### src/rtl/mem_rd_arbiter_if.sv
// Request/grant/return bundle between the tx read controllers, the read arbiter
// and the packet buffer read port. Names are from the arbiter's point of view.
interface mem_rd_arbiter_if #(
  parameter int NUM_PORTS  = 4,
  parameter int ADDR_W     = 10,
  parameter int BLOCK_BITS = 64
);
  localparam int PTR_W = $clog2(NUM_PORTS);

  logic [NUM_PORTS-1:0]             rd_req_i;
  logic [NUM_PORTS-1:0][ADDR_W-1:0] rd_addr_i;
  logic [NUM_PORTS-1:0]             rd_lock_i;
  logic [NUM_PORTS-1:0]             rd_gnt_o;
  logic [NUM_PORTS-1:0]             rd_rvalid_o;
  logic [BLOCK_BITS-1:0]            rd_rdata_o;
  logic                             mem_re_o;
  logic [ADDR_W-1:0]                mem_raddr_o;
  logic [BLOCK_BITS-1:0]            mem_rdata_i;
  logic [PTR_W-1:0]                 owner_o;
  logic                             locked_o;

  modport slave (
    input  rd_req_i, rd_addr_i, rd_lock_i, mem_rdata_i,
    output rd_gnt_o, rd_rvalid_o, rd_rdata_o, mem_re_o, mem_raddr_o, owner_o, locked_o
  );

  modport master (
    output rd_req_i, rd_addr_i, rd_lock_i, mem_rdata_i,
    input  rd_gnt_o, rd_rvalid_o, rd_rdata_o, mem_re_o, mem_raddr_o, owner_o, locked_o
  );
endinterface

### src/rtl/mem_rd_arbiter.sv
// Work-conserving round-robin arbiter for the shared packet buffer read port,
// with burst locking and a tag pipeline that steers returning data to its requester.
module mem_rd_arbiter #(
  parameter int NUM_PORTS  = 4,
  parameter int ADDR_W     = 10,
  parameter int BLOCK_BITS = 64,
  parameter int RD_LAT     = 2,
  parameter int MAX_BURST  = 8
) (
  input logic             clk,
  input logic             rst_n,
  mem_rd_arbiter_if.slave bus
);
  localparam int PTR_W = $clog2(NUM_PORTS);
  localparam int CNT_W = $clog2(MAX_BURST + 1);
  localparam logic [0:0] ST_ARB    = 1'b0;
  localparam logic [0:0] ST_LOCKED = 1'b1;
  localparam logic [PTR_W-1:0] LAST_PORT = PTR_W'(NUM_PORTS - 1);

  logic [0:0]                   state_q, state_d;
  logic [PTR_W-1:0]             ptr_q, ptr_d;
  logic [PTR_W-1:0]             owner_q, owner_d;
  logic [CNT_W-1:0]             burstCnt_q, burstCnt_d;
  logic [RD_LAT-1:0]            tagValid_q, tagValid_d;
  logic [RD_LAT-1:0][PTR_W-1:0] tagPort_q, tagPort_d;

  logic                 scanFound;
  logic [PTR_W-1:0]     scanPort;
  int                   scanIdx;
  logic                 ownerHolds;
  logic                 gntValid;
  logic [PTR_W-1:0]     gntPort;
  logic [NUM_PORTS-1:0] gntVec;
  logic                 rvalidAny;
  logic [NUM_PORTS-1:0] rvalidVec;

  function automatic logic [PTR_W-1:0] nextPort(input logic [PTR_W-1:0] p);
    return (p == LAST_PORT) ? '0 : p + PTR_W'(1);
  endfunction

  // Walk downward so the last hit written is the one closest to the pointer.
  always_comb begin
    scanFound = 1'b0;
    scanPort  = '0;
    scanIdx   = 0;
    for (int i = NUM_PORTS - 1; i >= 0; i--) begin
      scanIdx = int'(ptr_q) + i;
      if (scanIdx >= NUM_PORTS) scanIdx = scanIdx - NUM_PORTS;
      if (bus.rd_req_i[PTR_W'(scanIdx)]) begin
        scanFound = 1'b1;
        scanPort  = PTR_W'(scanIdx);
      end
    end
  end

  assign ownerHolds = (state_q == ST_LOCKED) && bus.rd_req_i[owner_q];

  // While locked the pointer already sits at owner+1, so a dropped owner falls
  // straight through to a normal scan in the same cycle.
  always_comb begin
    state_d    = state_q;
    ptr_d      = ptr_q;
    owner_d    = owner_q;
    burstCnt_d = burstCnt_q;
    gntValid   = 1'b0;
    gntPort    = '0;
    if (ownerHolds) begin
      gntValid   = 1'b1;
      gntPort    = owner_q;
      burstCnt_d = burstCnt_q + CNT_W'(1);
      if (!bus.rd_lock_i[owner_q] || (burstCnt_d == CNT_W'(MAX_BURST))) begin
        state_d = ST_ARB;
        ptr_d   = nextPort(owner_q);
      end
    end else begin
      state_d = ST_ARB;
      if (scanFound) begin
        gntValid = 1'b1;
        gntPort  = scanPort;
        ptr_d    = nextPort(scanPort);
        if (bus.rd_lock_i[scanPort] && (MAX_BURST > 1)) begin
          state_d    = ST_LOCKED;
          owner_d    = scanPort;
          burstCnt_d = CNT_W'(1);
        end
      end
    end
    if (!rst_n) gntValid = 1'b0;
  end

  always_comb begin
    gntVec = '0;
    if (gntValid) gntVec[gntPort] = 1'b1;
  end

  assign tagValid_d = (tagValid_q << 1) | RD_LAT'(gntValid);
  assign tagPort_d  = (tagPort_q << PTR_W) | (RD_LAT * PTR_W)'(gntPort);

  always_ff @(posedge clk) begin
    if (!rst_n) begin
      state_q    <= ST_ARB;
      ptr_q      <= '0;
      owner_q    <= '0;
      burstCnt_q <= '0;
      tagValid_q <= '0;
      tagPort_q  <= '0;
    end else begin
      state_q    <= state_d;
      ptr_q      <= ptr_d;
      owner_q    <= owner_d;
      burstCnt_q <= burstCnt_d;
      tagValid_q <= tagValid_d;
      tagPort_q  <= tagPort_d;
    end
  end

  assign rvalidAny = rst_n && tagValid_q[RD_LAT-1];

  always_comb begin
    rvalidVec = '0;
    if (rvalidAny) rvalidVec[tagPort_q[RD_LAT-1]] = 1'b1;
  end

  assign bus.rd_gnt_o    = gntVec;
  assign bus.mem_re_o    = gntValid;
  assign bus.mem_raddr_o = gntValid ? bus.rd_addr_i[gntPort] : '0;
  assign bus.rd_rvalid_o = rvalidVec;
  assign bus.rd_rdata_o  = rvalidAny ? bus.mem_rdata_i : '0;
  assign bus.locked_o    = rst_n && (state_q == ST_LOCKED);
  assign bus.owner_o     = rst_n ? owner_q : '0;
endmodule

### src/flat_wrapper.sv
// flat-port wrapper written by rule: the top's interface ports become plain ports
module mem_rd_arbiter_flat 
#(
  parameter int NUM_PORTS  = 4,
  parameter int ADDR_W     = 10,
  parameter int BLOCK_BITS = 64,
  parameter int RD_LAT     = 2,
  parameter int MAX_BURST  = 8
)
  (clk, rst_n, bus_rd_req_i, bus_rd_addr_i, bus_rd_lock_i, bus_mem_rdata_i, bus_rd_gnt_o, bus_rd_rvalid_o, bus_rd_rdata_o, bus_mem_re_o, bus_mem_raddr_o, bus_owner_o, bus_locked_o);
  mem_rd_arbiter_if #(.NUM_PORTS(NUM_PORTS), .ADDR_W(ADDR_W), .BLOCK_BITS(BLOCK_BITS)) bus_i ();
  input logic clk;
  input logic rst_n;
  input wire logic [$bits(bus_i.rd_req_i)-1:0] bus_rd_req_i;
  input wire logic [$bits(bus_i.rd_addr_i)-1:0] bus_rd_addr_i;
  input wire logic [$bits(bus_i.rd_lock_i)-1:0] bus_rd_lock_i;
  input wire logic [$bits(bus_i.mem_rdata_i)-1:0] bus_mem_rdata_i;
  output wire logic [$bits(bus_i.rd_gnt_o)-1:0] bus_rd_gnt_o;
  output wire logic [$bits(bus_i.rd_rvalid_o)-1:0] bus_rd_rvalid_o;
  output wire logic [$bits(bus_i.rd_rdata_o)-1:0] bus_rd_rdata_o;
  output wire logic [$bits(bus_i.mem_re_o)-1:0] bus_mem_re_o;
  output wire logic [$bits(bus_i.mem_raddr_o)-1:0] bus_mem_raddr_o;
  output wire logic [$bits(bus_i.owner_o)-1:0] bus_owner_o;
  output wire logic [$bits(bus_i.locked_o)-1:0] bus_locked_o;
  assign bus_i.rd_req_i = bus_rd_req_i;
  assign bus_i.rd_addr_i = bus_rd_addr_i;
  assign bus_i.rd_lock_i = bus_rd_lock_i;
  assign bus_i.mem_rdata_i = bus_mem_rdata_i;
  assign bus_rd_gnt_o = bus_i.rd_gnt_o;
  assign bus_rd_rvalid_o = bus_i.rd_rvalid_o;
  assign bus_rd_rdata_o = bus_i.rd_rdata_o;
  assign bus_mem_re_o = bus_i.mem_re_o;
  assign bus_mem_raddr_o = bus_i.mem_raddr_o;
  assign bus_owner_o = bus_i.owner_o;
  assign bus_locked_o = bus_i.locked_o;
  mem_rd_arbiter #(.NUM_PORTS(NUM_PORTS), .ADDR_W(ADDR_W), .BLOCK_BITS(BLOCK_BITS), .RD_LAT(RD_LAT), .MAX_BURST(MAX_BURST)) u_core (.clk(clk), .rst_n(rst_n), .bus(bus_i));
endmodule
### config.mk
export PLATFORM = sky130hd
export DESIGN_NAME = mem_rd_arbiter_flat
export DESIGN_NICKNAME = d
export VERILOG_FILES = /design/src/rtl/mem_rd_arbiter_if.sv /design/src/rtl/mem_rd_arbiter.sv /design/src/flat_wrapper.sv
export SDC_FILE = /design/constraint.sdc
export NUM_CORES = 1
export LEC_CHECK = 0
export ABC_AREA = 1
export ABC_CLOCK_PERIOD_IN_PS = 2400
export BUFFER_PORTS_ARGS = -buffer_cell sky130_fd_sc_hd__buf_2
export CAP_MARGIN = 20
export CORE_AREA = 2 2 78 80
export CTS_BUF_LIST = sky130_fd_sc_hd__clkbuf_4 sky130_fd_sc_hd__clkbuf_8
export CTS_CLUSTER_DIAMETER = 30
export CTS_CLUSTER_SIZE = 8
export DETAILED_ROUTE_END_ITERATION = 12
export DIE_AREA = 0 0 80 82
export GPL_TIMING_DRIVEN = 0
export HOLD_SLACK_MARGIN = 0.02
export PLACE_DENSITY = 0.77
export SETUP_SLACK_MARGIN = 0.05
export SYNTH_ARGS = -nofsm -noshare
export SYNTH_HDL_FRONTEND = slang
export SYNTH_SLANG_ARGS = --single-unit
### constraint.sdc
create_clock -name clk -period 2.4 [get_ports clk]
set_input_delay 0.24 -clock clk [delete_from_list [all_inputs] [get_ports clk]]
set_output_delay 0.24 -clock clk [all_outputs]
set_load 0.02 [all_outputs]
### Word-level counts from Yosys, hierarchy flattened

Index checks and enable logic that the tools add are counted.
W data, S select, Z words.

* $add $sub $neg: 10
* $lt $le $gt $ge: 14
* equality and inequality tests: 4
* muxes and demuxes: 58
* bitwise logic cells: 3
* reduce and logical (&&, ||, !) cells: 12

Operators by type and width (count)
* $mux W64: 1
* $mux W2: 16
* $mux W1: 24
* $bmux W10 S2: 1
* $mux W10: 2
* $mux W4: 5
* $lt A2 B4 Y1 const B: 4
* $bmux W1 S2: 7
* $lt A2 B3 Y1 const B: 4
* $ge A3 B3 Y1 const B: 3
* $sub A2 B1 Y2 const B: 4
* $add A2 B2 Y3 const B: 2
* $logic_and A1 B1 Y1: 5
* $add A2 B1 Y2 const B: 2
* $add A4 B1 Y4 const B: 1
* $demux W1 S2: 2
* $eq A2 B2 Y1 const B: 2
* $eq A4 B4 Y1 const B: 1
* $ge A2 B1 Y1 const B: 2
* $or A4 B2 Y4: 1
* $reduce_and A2 Y1: 2
* $reduce_bool A2 Y1: 2
* $add A2 B1 Y3 const B: 1
* $ge A2 B3 Y1 const B: 1
* other kinds (6): 6

* register bits after elaboration: 15
* bits of input ports: 114
* output and inout bits: 86
* logic and storage cells: 108

### Depth between registers and ports, before layout

Gate-level depths: netlist (run 1).

* depth in word-level cells: 17
* mapped depth: 16
* gate-level depth less buffers: 16

### Worst setup path after synthesis (run 1)

OpenSTA, ideal clock, no wires.

* path kind: register -> output
* start point: reg u_core.ptr_q[0]
* end point: out bus_rd_gnt_o[1]
* arrival: 1840 ps
* data required time: 2160 ps
* setup slack: 320 ps
* cell stages (with the launch flop): 14
* buffers on the path: 2
* cells stage by stage: dfxtp_1 -> buf_6 -> nand2_2 -> nand3_1 -> nand2_1 -> nand3_2 -> nand2_1 -> nand2_2 -> nand2_4 -> inv_2 -> nand2_4 -> nand2_8 -> buf_4 -> nor3_1

* longest elaborated chain between the ends: 17
* elaborated cells between the ends (all ways): 46
* those cells by class: 7 x add/sub; 6 x order compare; 32 x mux; 1 x reduce/logical

RTL lines
* start: declaration: line mem_rd_arbiter.sv:21 `logic [PTR_W-1:0] ptr_q, ptr_d;`
* start signal: assignment: line mem_rd_arbiter.sv:109 `ptr_q <= ptr_d;`
* $add A2 B2 Y3: line mem_rd_arbiter.sv:47 `scanIdx = int'(ptr_q) + i;`
* $ge A3 B3 Y1 / $sub A2 B1 Y2 (equally long branches): line mem_rd_arbiter.sv:48 `if (scanIdx >= NUM_PORTS) scanIdx = scanIdx - NUM_PORTS;`
* $mux W2: line mem_rd_arbiter.sv:48
* $bmux W1 S2: line mem_rd_arbiter.sv:49 `if (bus.rd_req_i[PTR_W'(scanIdx)]) begin`
* $mux W1 (implied by the code) (2 in series): line mem_rd_arbiter.sv:49
* $mux W2 / $mux W1 (equally long branches) (4 in series): line mem_rd_arbiter.sv:49
* $mux W2: line mem_rd_arbiter.sv:77 `if (scanFound) begin`
* $mux W2: line mem_rd_arbiter.sv:67 `if (ownerHolds) begin`
* $lt A2 B3 Y1 (implied by the code) / $ge A2 B1 Y1 (equally long branches): line mem_rd_arbiter.sv:93 `if (gntValid) gntVec[gntPort] = 1'b1;`
* $logic_and A1 B1 Y1 (implied by the code): line mem_rd_arbiter.sv:93
* $mux W1 (implied by the code): line mem_rd_arbiter.sv:93
* $demux W1 S2
* $mux W4 *: line mem_rd_arbiter.sv:93
* end: declaration: line flat_wrapper.sv:18 `output wire logic [$bits(bus_i.rd_gnt_o)-1:0] bus_rd_gnt_o;`

Every way passes the cells marked *; elsewhere a longest branch is shown, timed or not. The select of a mux whose other input is x is not followed.

### Final worst setup path (run 1)

* start point: reg u_core.ptr_q[0]
* end point: out bus_mem_raddr_o[2]

* longest elaborated chain between the ends: 15
* elaborated cells between the ends (all ways): 43
* those cells by class: 7 x add/sub; 4 x order compare; 32 x mux

RTL lines
* $add A2 B2 Y3: line mem_rd_arbiter.sv:47
* $ge A3 B3 Y1 / $sub A2 B1 Y2 (equally long branches): line mem_rd_arbiter.sv:48
* $mux W2: line mem_rd_arbiter.sv:48
* $bmux W1 S2: line mem_rd_arbiter.sv:49
* $mux W1 (implied by the code) (2 in series): line mem_rd_arbiter.sv:49
* $mux W2 / $mux W1 (equally long branches) (4 in series): line mem_rd_arbiter.sv:49
* $mux W2: line mem_rd_arbiter.sv:77
* $mux W2: line mem_rd_arbiter.sv:67
* $bmux W10 S2: line mem_rd_arbiter.sv:126 `assign bus.mem_raddr_o = gntValid ? bus.rd_addr_i[gntPort] : '0;`
* $mux W10 (implied by the code): line mem_rd_arbiter.sv:126
* $mux W10 *: line mem_rd_arbiter.sv:126
* end: declaration: line flat_wrapper.sv:22 `output wire logic [$bits(bus_i.mem_raddr_o)-1:0] bus_mem_raddr_o;`

Marks and branches as above.

==> flow_summary.json, run 1 <==
{
  "ir_worst_vdd_mv": 0.8763,
  "worstSetupPathType": "reg2out",
  "gp_congestion": 0.8043,
  "clock_transition_at_the_registers_of_the_reported_paths_ns": 0.07,
  "failed_checks": "negative setup slack",
  "finalHoldViolCount": 0,
  "p_per_area_nw_per_um2": 1217,
  "pin_count": 200,
  "cts-buffers-inserted": 3,
  "path_cells": "buf_6, nand2_4, nand3_4, nand2_2, nand3_4, nand2_2, nand2_2, nand2_4, inv_4, nand2_8, nand2_8, nor2_4, nand2_1, nand2_1, nor2_2, nor2_1, buf_4",
  "critPathCaptureType": "output pin",
  "post-route-cell-area_um2": 3557,
  "synth.yosys.seq_area_share_pct": 15.67,
  "antennaDiodeCount": 0,
  "num_vias": 3114,
  "avgViaCountPerCell": 4.553,
  "area_delta_synth_final_pct": 85.57,
  "ys_ff_latch": 15,
  "overflow": 0,
  "synthDominantAreaCellType": "sky130_fd_sc_hd__nor2_1",
  "synth_instances": 384,
  "worstSkewPairLatency_ns": 0.26,
  "synth.cell_area_um2": 1917,
  "timing.final.crit_share_pct": 101.7,
  "drt_iter0_markers": 99,
  "post-route-min-period_ns": 2.441,
  "synthesis.nets": 500,
  "die_w_um": 80,
  "firstDrtPassIters": 5,
  "cts.hold.buffers_added": 0,
  "number_of_buffers_added_on_ports": 199,
  "tightestPinTransition_ns": 0.4824,
  "floorplan.initialDensity_pct": 33.36,
  "synthDominantCellAreaShare_pct": 18.60,
  "hpwl_mm": 5.892,
  "final_net_count": 726,
  "timing.final.ws_setup_ns": -0.04144,
  "leakagePower_nw": 2.385,
  "placementRows": 28,
  "status": "finished with violations",
  "critical-path-top-cell-by-count": "sky130_fd_sc_hd__nand2_2",
  "gr-usage-all-layers_pct": 21.26,
  "via_count_of_the_first_global_routing_pass": 2654,
  "die-area_um2": 6560,
  "rsz_0062_raised_after_global_routing": "true",
  "worst-path-max-fanout": 7,
  "worstSetupStartpointType": "flop",
  "worst_path_max_stage_delay_ns": 0.36,
  "antenna_found_initial": 0,
  "clk_root_buffer_cell": "sky130_fd_sc_hd__clkbuf_8",
  "drt.antenna.violating_nets": 0,
  "post_dp_cell_area_um2": 3007,
  "worst_path_dominant_cell_family": "simple AND/OR/NAND/NOR gates",
  "setup_viol": 9,
  "layout-drive-gt1-share_pct": 45.65,
  "ys_warn_count": 0,
  "remaining_drc_errors": 0,
  "synthesized_area_per_cell_um2": 4.992,
  "largest_net_degree_at_the_start_of_global_routing": 11,
  "min-delay-path-class": "in2reg",
  "floorplan.die.height_um": 82,
  "finalMaxSlewViolations": 0,
  "finalWirelength_mm": 8.177,
  "finClkSkew_ns": 0.005965,
  "maxClockFrequency_mhz": 409.6,
  "critical_path_required_ns": 2.16,
  "crit_slowest_cell": "sky130_fd_sc_hd__dfxtp_4",
  "cts_tree": "done",
  "synth.area.top_cells": "sky130_fd_sc_hd__nor2_1 (19%), sky130_fd_sc_hd__inv_1 (17%), sky130_fd_sc_hd__nand2_1 (16%), sky130_fd_sc_hd__dfxtp_1 (16%), sky130_fd_sc_hd__nand3_1 (10%)",
  "cts.path.max_buffers": 2,
  "post-layout-total-power_mw": 4.328,
  "wl_per_cell_um": 11.95,
  "cts_num_sinks": 15,
  "htreeDepth": 1,
  "global_route_wire_length_before_repair_mm": 11.33,
  "netlist-cell-type-count": 28,
  "arrival_ns": 2.20,
  "max_cap_violations": 0,
  "cp.buffers_inverters": 3,
  "maxSlewHeadroom_pct": 67.84,
  "core_box_area_um2": 5746
}
## through the flow
stage | instances | TNS (ns) | worst slack, ns | util, % | hold WS, ns
3_5_place_dp | 658 | 0 | 0.1387 | 52.33 | 0.3979
3_3_place_gp | 658 | 0 | 0.1561 | 52.33 | 0.3935
4_1_cts | 671 | -0.07140 | -0.04086 | 56.99 | 0.3759
6_report | 684 | -0.2070 | -0.04144 | 61.91 | 0.3967
2_1_floorplan | 384 | 0 | 0.3201 | - | 0.3905
5_1_grt | 684 | -1.153 | -0.1575 | 61.91 | 0.4251
## report_power, final
group,internal [mW],switching (mW)
combinational,1.58,2.11
clock,0.115,0.0998
sequential,0.341,0.0765
total,2.04,2.29
## repair_timing
action / in CTS / in global routing
resized for setup: 42 / 41
setup buffers: 5 / 11
pin swaps: 15 / 19
gates cloned: 4 / 2
endpoints found under the setup margin: 15 / 15
## state kept, by name, indices dropped and copies added (netlist names)
| signal | count |
|---|---|
| u_core.tagValid_q | 2 |
| u_core.ptr_q | 2 |
| u_core.state_q | 1 |
| u_core.burstCnt_q | 4 |
| u_core.tagPort_q | 4 |
| u_core.owner_q | 2 |
## path summary, 6_finish.rpt
path | start | endpoint | slack (ns) | cells after the start
max | u_core.ptr_q[0] | bus_mem_raddr_o[2] | -0.04 | 17
min | rst_n | u_core.state_q | 0.40 | 3
max reg2reg | u_core.ptr_q[0] | u_core.burstCnt_q[0] | 0.33 | 16
min reg2reg | u_core.tagValid_q[0] | u_core.tagValid_q[1] | 0.41 | 2
## worst register-to-register path: stages (launching register included)
cell	delay, ns
sky130_fd_sc_hd__dfxtp_4	0.36
sky130_fd_sc_hd__buf_6	0.13
sky130_fd_sc_hd__nand2_4	0.09
sky130_fd_sc_hd__nand3_4	0.08
sky130_fd_sc_hd__nand2_2	0.10
sky130_fd_sc_hd__nand3_4	0.10
sky130_fd_sc_hd__nand2_2	0.08
sky130_fd_sc_hd__nand2_2	0.06
sky130_fd_sc_hd__buf_4	0.13
sky130_fd_sc_hd__buf_4	0.12
sky130_fd_sc_hd__buf_4	0.12
sky130_fd_sc_hd__nand3_1	0.07
sky130_fd_sc_hd__nand3_1	0.12
sky130_fd_sc_hd__nand3_1	0.19
sky130_fd_sc_hd__nand3b_1	0.10
sky130_fd_sc_hd__nand3_1	0.07
sky130_fd_sc_hd__inv_1	0.04
## cell families (layout without fill, tap and decap cells)
group,count (synthesis),after routing,share of synthesized area (%)
AO/OA/AOI/OAI,22,22,6.267
XOR/XNOR,2,2,0.9140
adder cells (fa/ha/maj),2,2,1.305
buffers and inverters,105,327,21.87
flip-flops,15,15,15.67
AND/OR/NAND/NOR,238,241,53.98
## Yosys cell counts
cell type                   n
sky130_fd_sc_hd__nor2_4     2
sky130_fd_sc_hd__buf_6      2
sky130_fd_sc_hd__dfxtp_1   15
sky130_fd_sc_hd__clkinv_1   1
sky130_fd_sc_hd__buf_2      2
sky130_fd_sc_hd__a221oi_1   1
sky130_fd_sc_hd__a21oi_1   10
sky130_fd_sc_hd__nand2_4    2
sky130_fd_sc_hd__o21ai_2    1
sky130_fd_sc_hd__a31oi_1    1
sky130_fd_sc_hd__nand2_2    4
sky130_fd_sc_hd__inv_2      3
sky130_fd_sc_hd__o22ai_1    1
sky130_fd_sc_hd__nand4_1    1
sky130_fd_sc_hd__o21ai_0    5
sky130_fd_sc_hd__nand2_8    1
sky130_fd_sc_hd__nand3_1   39
sky130_fd_sc_hd__inv_1     86
sky130_fd_sc_hd__nand3b_1   2
sky130_fd_sc_hd__nand3_2    3
sky130_fd_sc_hd__clkbuf_1   9
sky130_fd_sc_hd__buf_4      2
sky130_fd_sc_hd__o21ai_1    3
sky130_fd_sc_hd__nor2_1    95
sky130_fd_sc_hd__nand2_1   83
sky130_fd_sc_hd__xnor2_1    2
sky130_fd_sc_hd__nor3_1     6
sky130_fd_sc_hd__ha_1       2
## cells in the final DEF, fill, tap and decap left out, types with 5 or more instances in the layout
| master | Yosys | routed |
|---|---|---|
| sky130_fd_sc_hd__buf_6 | 2 | 5 |
| sky130_fd_sc_hd__nand2_1 | 83 | 70 |
| sky130_fd_sc_hd__buf_4 | 2 | 27 |
| sky130_fd_sc_hd__buf_2 | 2 | 186 |
| sky130_fd_sc_hd__dfxtp_1 | 15 | 11 |
| sky130_fd_sc_hd__nor3_1 | 6 | 5 |
| sky130_fd_sc_hd__nor2_1 | 95 | 92 |
| sky130_fd_sc_hd__nand3_1 | 39 | 36 |
| sky130_fd_sc_hd__nand2_4 | 2 | 9 |
| sky130_fd_sc_hd__nand2_2 | 4 | 10 |
| sky130_fd_sc_hd__inv_1 | 86 | 83 |
| sky130_fd_sc_hd__clkbuf_1 | 9 | 8 |
| sky130_fd_sc_hd__o21ai_0 | 5 | 5 |
| sky130_fd_sc_hd__a21oi_1 | 10 | 10 |
## routing by layer
metal | global-route usage, % | part of all wire, % | routed length, µm
met1 | 23.41 | 37 | 3018
met2 | 41.42 | 51 | 4182
met3 | 2.088 | 8.5 | 696
met4 | 8.644 | 3.4 | 280
met5 | 0 | 0 | 0
## area by class of cell
class                   instances  area, µm²
flip-flops and latches         15      315.3
well taps                      75      93.84
multi-input cells             267       1414
repair buffers                218       1226
inverters                      90      345.3
plain buffers                  15      116.4
clock inverters                 1      5.005
fillers                       527       2188
clock buffers                   3      41.29
(Power assumes the default switching activity.)
==> run 2: changes to the inputs <==
Settings changed: CORE_AREA 2 2 78 80 to unset, CORE_MARGIN set to 2, CORE_UTILIZATION set to 36, CTS_BUF_LIST sky130_fd_sc_hd__clkbuf_4 sky130_fd_sc_hd__clkbuf_8 to unset, DIE_AREA 0 0 80 82 to unset, PLACE_DENSITY 0.77 to 0.81.
==> flow_summary.json, run 2 (synthesis results as in run 1) <==
{
  "antenna_found_initial": 0,
  "final_cell_mix": "sky130_fd_sc_hd__buf_2 (187), sky130_fd_sc_hd__nor2_1 (94), sky130_fd_sc_hd__inv_1 (83)",
  "antennaDiodeCount": 0,
  "htreeDepth": 1,
  "post_dp_cell_area_um2": 3000,
  "remaining_drc_errors": 0,
  "pin_count": 200,
  "timing.final.ws_setup_ns": -0.02562,
  "preCtsSetupSlack_ns": 0.08345,
  "placementRows": 26,
  "arrival_ns": 2.19,
  "cts_tree": "done",
  "min-delay-path-class": "in2reg",
  "avgViaCountPerCell": 4.688,
  "worstSkewPairLatency_ns": 0.25,
  "worst_path_max_stage_delay_ns": 0.34,
  "gp_congestion": 0.8940,
  "post-layout-total-power_mw": 4.152,
  "critical-path-top-cell-by-count": "sky130_fd_sc_hd__nand2_2",
  "maxClockFrequency_mhz": 412.3,
  "leakagePower_nw": 2.344,
  "finClkSkew_ns": 0.001932,
  "register_to_register_setup_slack_ns": 0.40,
  "worstSetupStartpointType": "flop",
  "setup_tns_ns": -0.04831,
  "num_vias": 3169,
  "die-area_um2": 5924,
  "maxSlewHeadroom_pct": 70.75,
  "reg2reg_from": "u_core.ptr_q[0]",
  "ir_worst_vdd_mv": 1.172,
  "drt_iter0_markers": 129,
  "failed_checks": "negative setup slack",
  "floorplan.initialDensity_pct": 37.53,
  "via_count_of_the_first_global_routing_pass": 2972,
  "cts-buffers-inserted": 3,
  "overflow": 0,
  "clock_transition_at_the_registers_of_the_reported_paths_ns": 0.06,
  "worstSetupPathType": "reg2out",
  "p_per_area_nw_per_um2": 1189,
  "setup_viol": 5,
  "gr-usage-all-layers_pct": 26.10,
  "r2r.worst_path.cells": 15,
  "final_common_cell": "sky130_fd_sc_hd__buf_2",
  "path_cells": "buf_6, nand2_4, nand3_4, nand2_2, nand3_4, nand2_2, nand2_2, nand2_4, inv_4, nand2_8, nand2_8, nor2_4, nand2_1, nand2_1, nor2_1, nor2_1, buf_4",
  "wl_per_cell_um": 12.48,
  "tightestPinTransition_ns": 0.4388,
  "core_box_area_um2": 5107,
  "clk_root_buffer_cell": "sky130_fd_sc_hd__clkbuf_8",
  "number_of_buffers_added_on_ports": 199,
  "whs_path_depth": 3,
  "worst_hold_slack_ns": 0.3767,
  "worst-path-max-fanout": 6,
  "critPathCaptureType": "output pin",
  "floorplan.die.height_um": 76.97,
  "drt.antenna.violating_nets": 0,
  "regToRegEndpoint": "u_core.burstCnt_q[0]",
  "hpwl_mm": 6.260,
  "crit_slowest_cell": "sky130_fd_sc_hd__dfxtp_2",
  "status": "finished with violations",
  "finalWirelength_mm": 8.435,
  "finalMaxSlewViolations": 0,
  "cts.path.max_buffers": 2,
  "post-route-min-period_ns": 2.426,
  "num-fill-cells": 441,
  "finalHoldViolCount": 0,
  "rsz_0062_raised_after_global_routing": "true",
  "cts_num_sinks": 15,
  "firstDrtPassIters": 4,
  "biggest_registers_after_layout": "u_core.burstCnt_q x4, u_core.tagPort_q x4",
  "area_delta_synth_final_pct": 82.25,
  "hold-path-endpoint": "u_core.burstCnt_q[1]",
  "final_net_count": 723,
  "instances_no_fill": 676,
  "global_route_wire_length_before_repair_mm": 12.96,
  "post-route-cell-area_um2": 3493,
  "finalCoreUtilization_pct": 68.40,
  "die_w_um": 76.97,
  "timing.final.crit_share_pct": 101.1,
  "placed_cells_incl_taps": 653,
  "max_cap_violations": 0,
  "timing.hold.worst.start": "rst_n",
  "layout-drive-gt1-share_pct": 46.04,
  "largest_net_degree_at_the_start_of_global_routing": 11,
  "critical_path_required_ns": 2.16
}
## run 2: cell types whose count changed in the layout (fill, tap and decap cells not counted), sizes merged
cell,previous run,this run
clkinvlp,0,1
buf,222,220
clkbuf,14,12
## run 2: per-layer routing
layer	GRT usage, %	share of wire, %	vias up
li1	-	-	1587
met1	25.46	34	1358
met2	51.14	52	199
met3	4.353	9.6	25
met4	14.82	4.5	0
met5	0	0	-
## run 2: critical path, delay by kind of cell, from the launching register on
kind / cells / cell delay, ns
buffers and inverters: 3 / 0.35
flip-flops: 1 / 0.34
AND/OR/NAND/NOR: 14 / 1.25
## run 2: how the worst max path moves through the flow
stage | startpoint | end | slack, ns | cells past startpoint
2_1_floorplan | u_core.ptr_q[0] | bus_rd_gnt_o[1] | 0.32 | 13
3_3_place_gp | u_core.owner_q[0] | bus_mem_raddr_o[2] | 0.11 | 14
3_5_place_dp | u_core.owner_q[1] | bus_mem_raddr_o[2] | 0.08 | 14
4_1_cts | u_core.ptr_q[0] | bus_mem_raddr_o[2] | 0.008 | 17
5_1_grt | u_core.ptr_q[0] | bus_mem_raddr_o[0] | -0.13 | 17
6_report | u_core.ptr_q[0] | bus_mem_raddr_o[0] | -0.03 | 17
## run 2: area by class of cell
class / count / area, µm² / share of cell area, %
inverter: 90 / 345.3 / 9.885
multi-input combinational: 267 / 1418 / 40.58
tap: 70 / 87.58 / 2.507
clock inverter: 1 / 5.005 / 0.1433
sequential: 15 / 312.8 / 8.954
clock buffer: 3 / 41.29 / 1.182
timing repair buffer: 214 / 1166 / 33.38
timing repair inverter: 1 / 7.507 / 0.2149
buffer: 15 / 110.1 / 3.152
## run 2: where the power goes
part	internal [mW]	total (mW)	switching (mW)
combinational	1.45	3.52	2.07
clock	0.115	0.211	0.0955
sequential	0.339	0.417	0.0779
## run 2: timing repair
action | in CTS | in global routing
pin swaps | 17 | 19
hold buffers | 0 | 0
gates cloned | 4 | 2
gates resized for setup | 52 | 30
buffers inserted | 6 | 7
endpoints found under the setup margin | 15 | 15
==> run 3: changes to the inputs <==
Settings changed: ABC_CLOCK_PERIOD_IN_PS 2400 to 2850, CORE_AREA set to 2 2 78 80, CORE_MARGIN 2 to unset, CORE_UTILIZATION 36 to unset, DIE_AREA set to 0 0 80 82, PLACE_DENSITY 0.81 to 0.77.
Clock period 2.4 ns to 2.85 ns, I/O delays scaled along.
==> flow_summary.json, run 3 (synthesis results as in run 1) <==
{
  "status": "complete, no violations",
  "via_count_of_the_first_global_routing_pass": 2436,
  "p_per_area_nw_per_um2": 849.9,
  "area_delta_synth_final_pct": 59.33,
  "clk_root_buffer_cell": "sky130_fd_sc_hd__clkbuf_8",
  "ff_latch_area_um2": 301.5,
  "maxClockFrequency_mhz": 383.1,
  "cts_tree": "done",
  "hpwl_mm": 5.892,
  "avgViaCountPerCell": 4.361,
  "cts-buffers-inserted": 3,
  "antenna_found_initial": 0,
  "worstSkewPairLatency_ns": 0.25,
  "finalWirelength_mm": 6.957,
  "switching_share_pct": 58.09,
  "worstSetupPathType": "reg2out",
  "finClkSkew_ns": 0.003420,
  "floorplan.initialDensity_pct": 33.36,
  "gr-usage-all-layers_pct": 19.28,
  "power.net_switching_mw": 1.508,
  "pwr-share-clk_pct": 6.9,
  "worst_path_max_stage_delay_ns": 0.44,
  "min-delay-path-class": "reg2reg",
  "overflow": 0,
  "number_of_buffers_added_on_ports": 199,
  "post_dp_cell_area_um2": 3007,
  "placementRows": 28,
  "num_vias": 2887,
  "post-route-min-period_ns": 2.610,
  "worst-path-max-fanout": 10,
  "rsz_0062_raised_after_global_routing": "false",
  "p_int_mw": 1.088,
  "arrival_ns": 2.33,
  "power.sequential.fraction_pct": 12.4,
  "cts_num_sinks": 15,
  "ir_worst_vdd_mv": 0.7286,
  "pin_count": 200,
  "die_w_um": 80,
  "setup_viol": 0,
  "crit_slowest_cell": "sky130_fd_sc_hd__dfxtp_1",
  "gp_congestion": 0.8043,
  "finalHoldViolCount": 0,
  "critical_path_required_ns": 2.57,
  "floorplan.die.height_um": 82,
  "cts.path.max_buffers": 2,
  "largest_net_degree_at_the_start_of_global_routing": 11,
  "core_box_area_um2": 5746,
  "drt.antenna.violating_nets": 0,
  "num-fill-cells": 590,
  "worst_path_dominant_cell_family": "buffers and inverters",
  "wl_per_cell_um": 10.51,
  "global_route_wire_length_before_repair_mm": 10.37,
  "combPwrFrac_pct": 80.7,
  "biggest_registers_after_layout": "u_core.burstCnt_q x4, u_core.tagPort_q x4",
  "clock_transition_at_the_registers_of_the_reported_paths_ns": 0.06,
  "finalMaxSlewViolations": 0,
  "max_cap_violations": 0,
  "timing.final.crit_share_pct": 91.58,
  "die-area_um2": 6560,
  "remaining_drc_errors": 0,
  "multi_input_gate_area_in_the_final_layout_um2": 1197,
  "layout-drive-gt1-share_pct": 38.50,
  "htreeDepth": 1,
  "final_cell_mix": "sky130_fd_sc_hd__buf_2 (201), sky130_fd_sc_hd__nor2_1 (95), sky130_fd_sc_hd__inv_1 (86)",
  "cp.buffers_inverters": 4,
  "post-route-cell-area_um2": 3054,
  "worstSetupStartpointType": "flop",
  "path_cells": "inv_2, o21ai_1, nand2_1, nand2_1, buf_2, nand2_1, nand2_2, buf_2, nand3_1, nand2_1, nor2_1, nor2_1, buf_2",
  "drt_iter0_markers": 75,
  "tightestPinTransition_ns": 0.4824,
  "setup_tns_ns": 0,
  "critPathCaptureType": "output pin",
  "firstDrtPassIters": 4,
  "final_common_cell": "sky130_fd_sc_hd__buf_2",
  "finalCoreUtilization_pct": 53.16,
  "critical-path-top-cell-by-count": "sky130_fd_sc_hd__nand2_1",
  "final_net_count": 704,
  "leakagePower_nw": 2.185,
  "maxSlewHeadroom_pct": 67.84,
  "antennaDiodeCount": 0
}
run 3: through the flow:
stage,cells,worst slack [ns],power [mW],hold slack [ns]
6_report,662,0.2399,2.596,0.4108
5_1_grt,662,0.05710,2.855,0.4325
4_1_cts,662,0.2606,2.594,0.4129
3_5_place_dp,658,0.5437,2.405,0.3979
3_3_place_gp,658,0.5611,2.363,0.3935
2_1_floorplan,384,0.7251,1.869,0.3905
run 3: power by group through the flow:
stage / clock, mW / sequential (mW) / combinational (mW)
after floorplan: 0 / 0.315 / 1.55
after global placement: 0 / 0.325 / 2.04
after detailed placement: 0 / 0.327 / 2.08
after CTS: 0.180 / 0.322 / 2.09
after global routing: 0.189 / 0.334 / 2.33
final: 0.178 / 0.323 / 2.09
run 3: worst paths after layout:
check                                         start                   end  slack (ns)  cells past startpoint
worst max-delay path              u_core.owner_q[0]    bus_mem_raddr_o[0]        0.24                     13
worst min-delay path            u_core.tagPort_q[0]   u_core.tagPort_q[2]        0.41                      2
worst max register to register      u_core.ptr_q[0]  u_core.tagValid_q[0]        0.97                      8
worst min register to register  u_core.tagPort_q[0]   u_core.tagPort_q[2]        0.41                      2
run 3: repair_timing:
action	in CTS	in global routing
setup endpoints to repair	0	7
hold buffers	0	0
gates resized for setup	0	1
setup buffers	0	0
run 3: metal layers:
layer	global-route usage [%]	wire length, µm	vias up
li1	-	-	1540
met3	1.648	577	9
met4	5.424	80	0
met1	22.35	2803	1198
met2	37.50	3496	140
met5	0	0	-
run 3: area by class of cell:
class | count | area share [%]
Buffer | 15 | 2.663
Inverter | 90 | 11.06
Clock buffer | 3 | 1.352
Clock inverter | 1 | 0.1639
Timing Repair Buffer | 199 | 32.61
Tap cell | 75 | 3.073
Multi-Input combinational cell | 264 | 39.21
Sequential cell | 15 | 9.873
run 3: worst register-to-register path, delay by kind of cell, from the launching register on:
kind	cells	cell delay (ns)
buf+inv	3	0.61
flops	1	0.34
simple gates	5	0.81
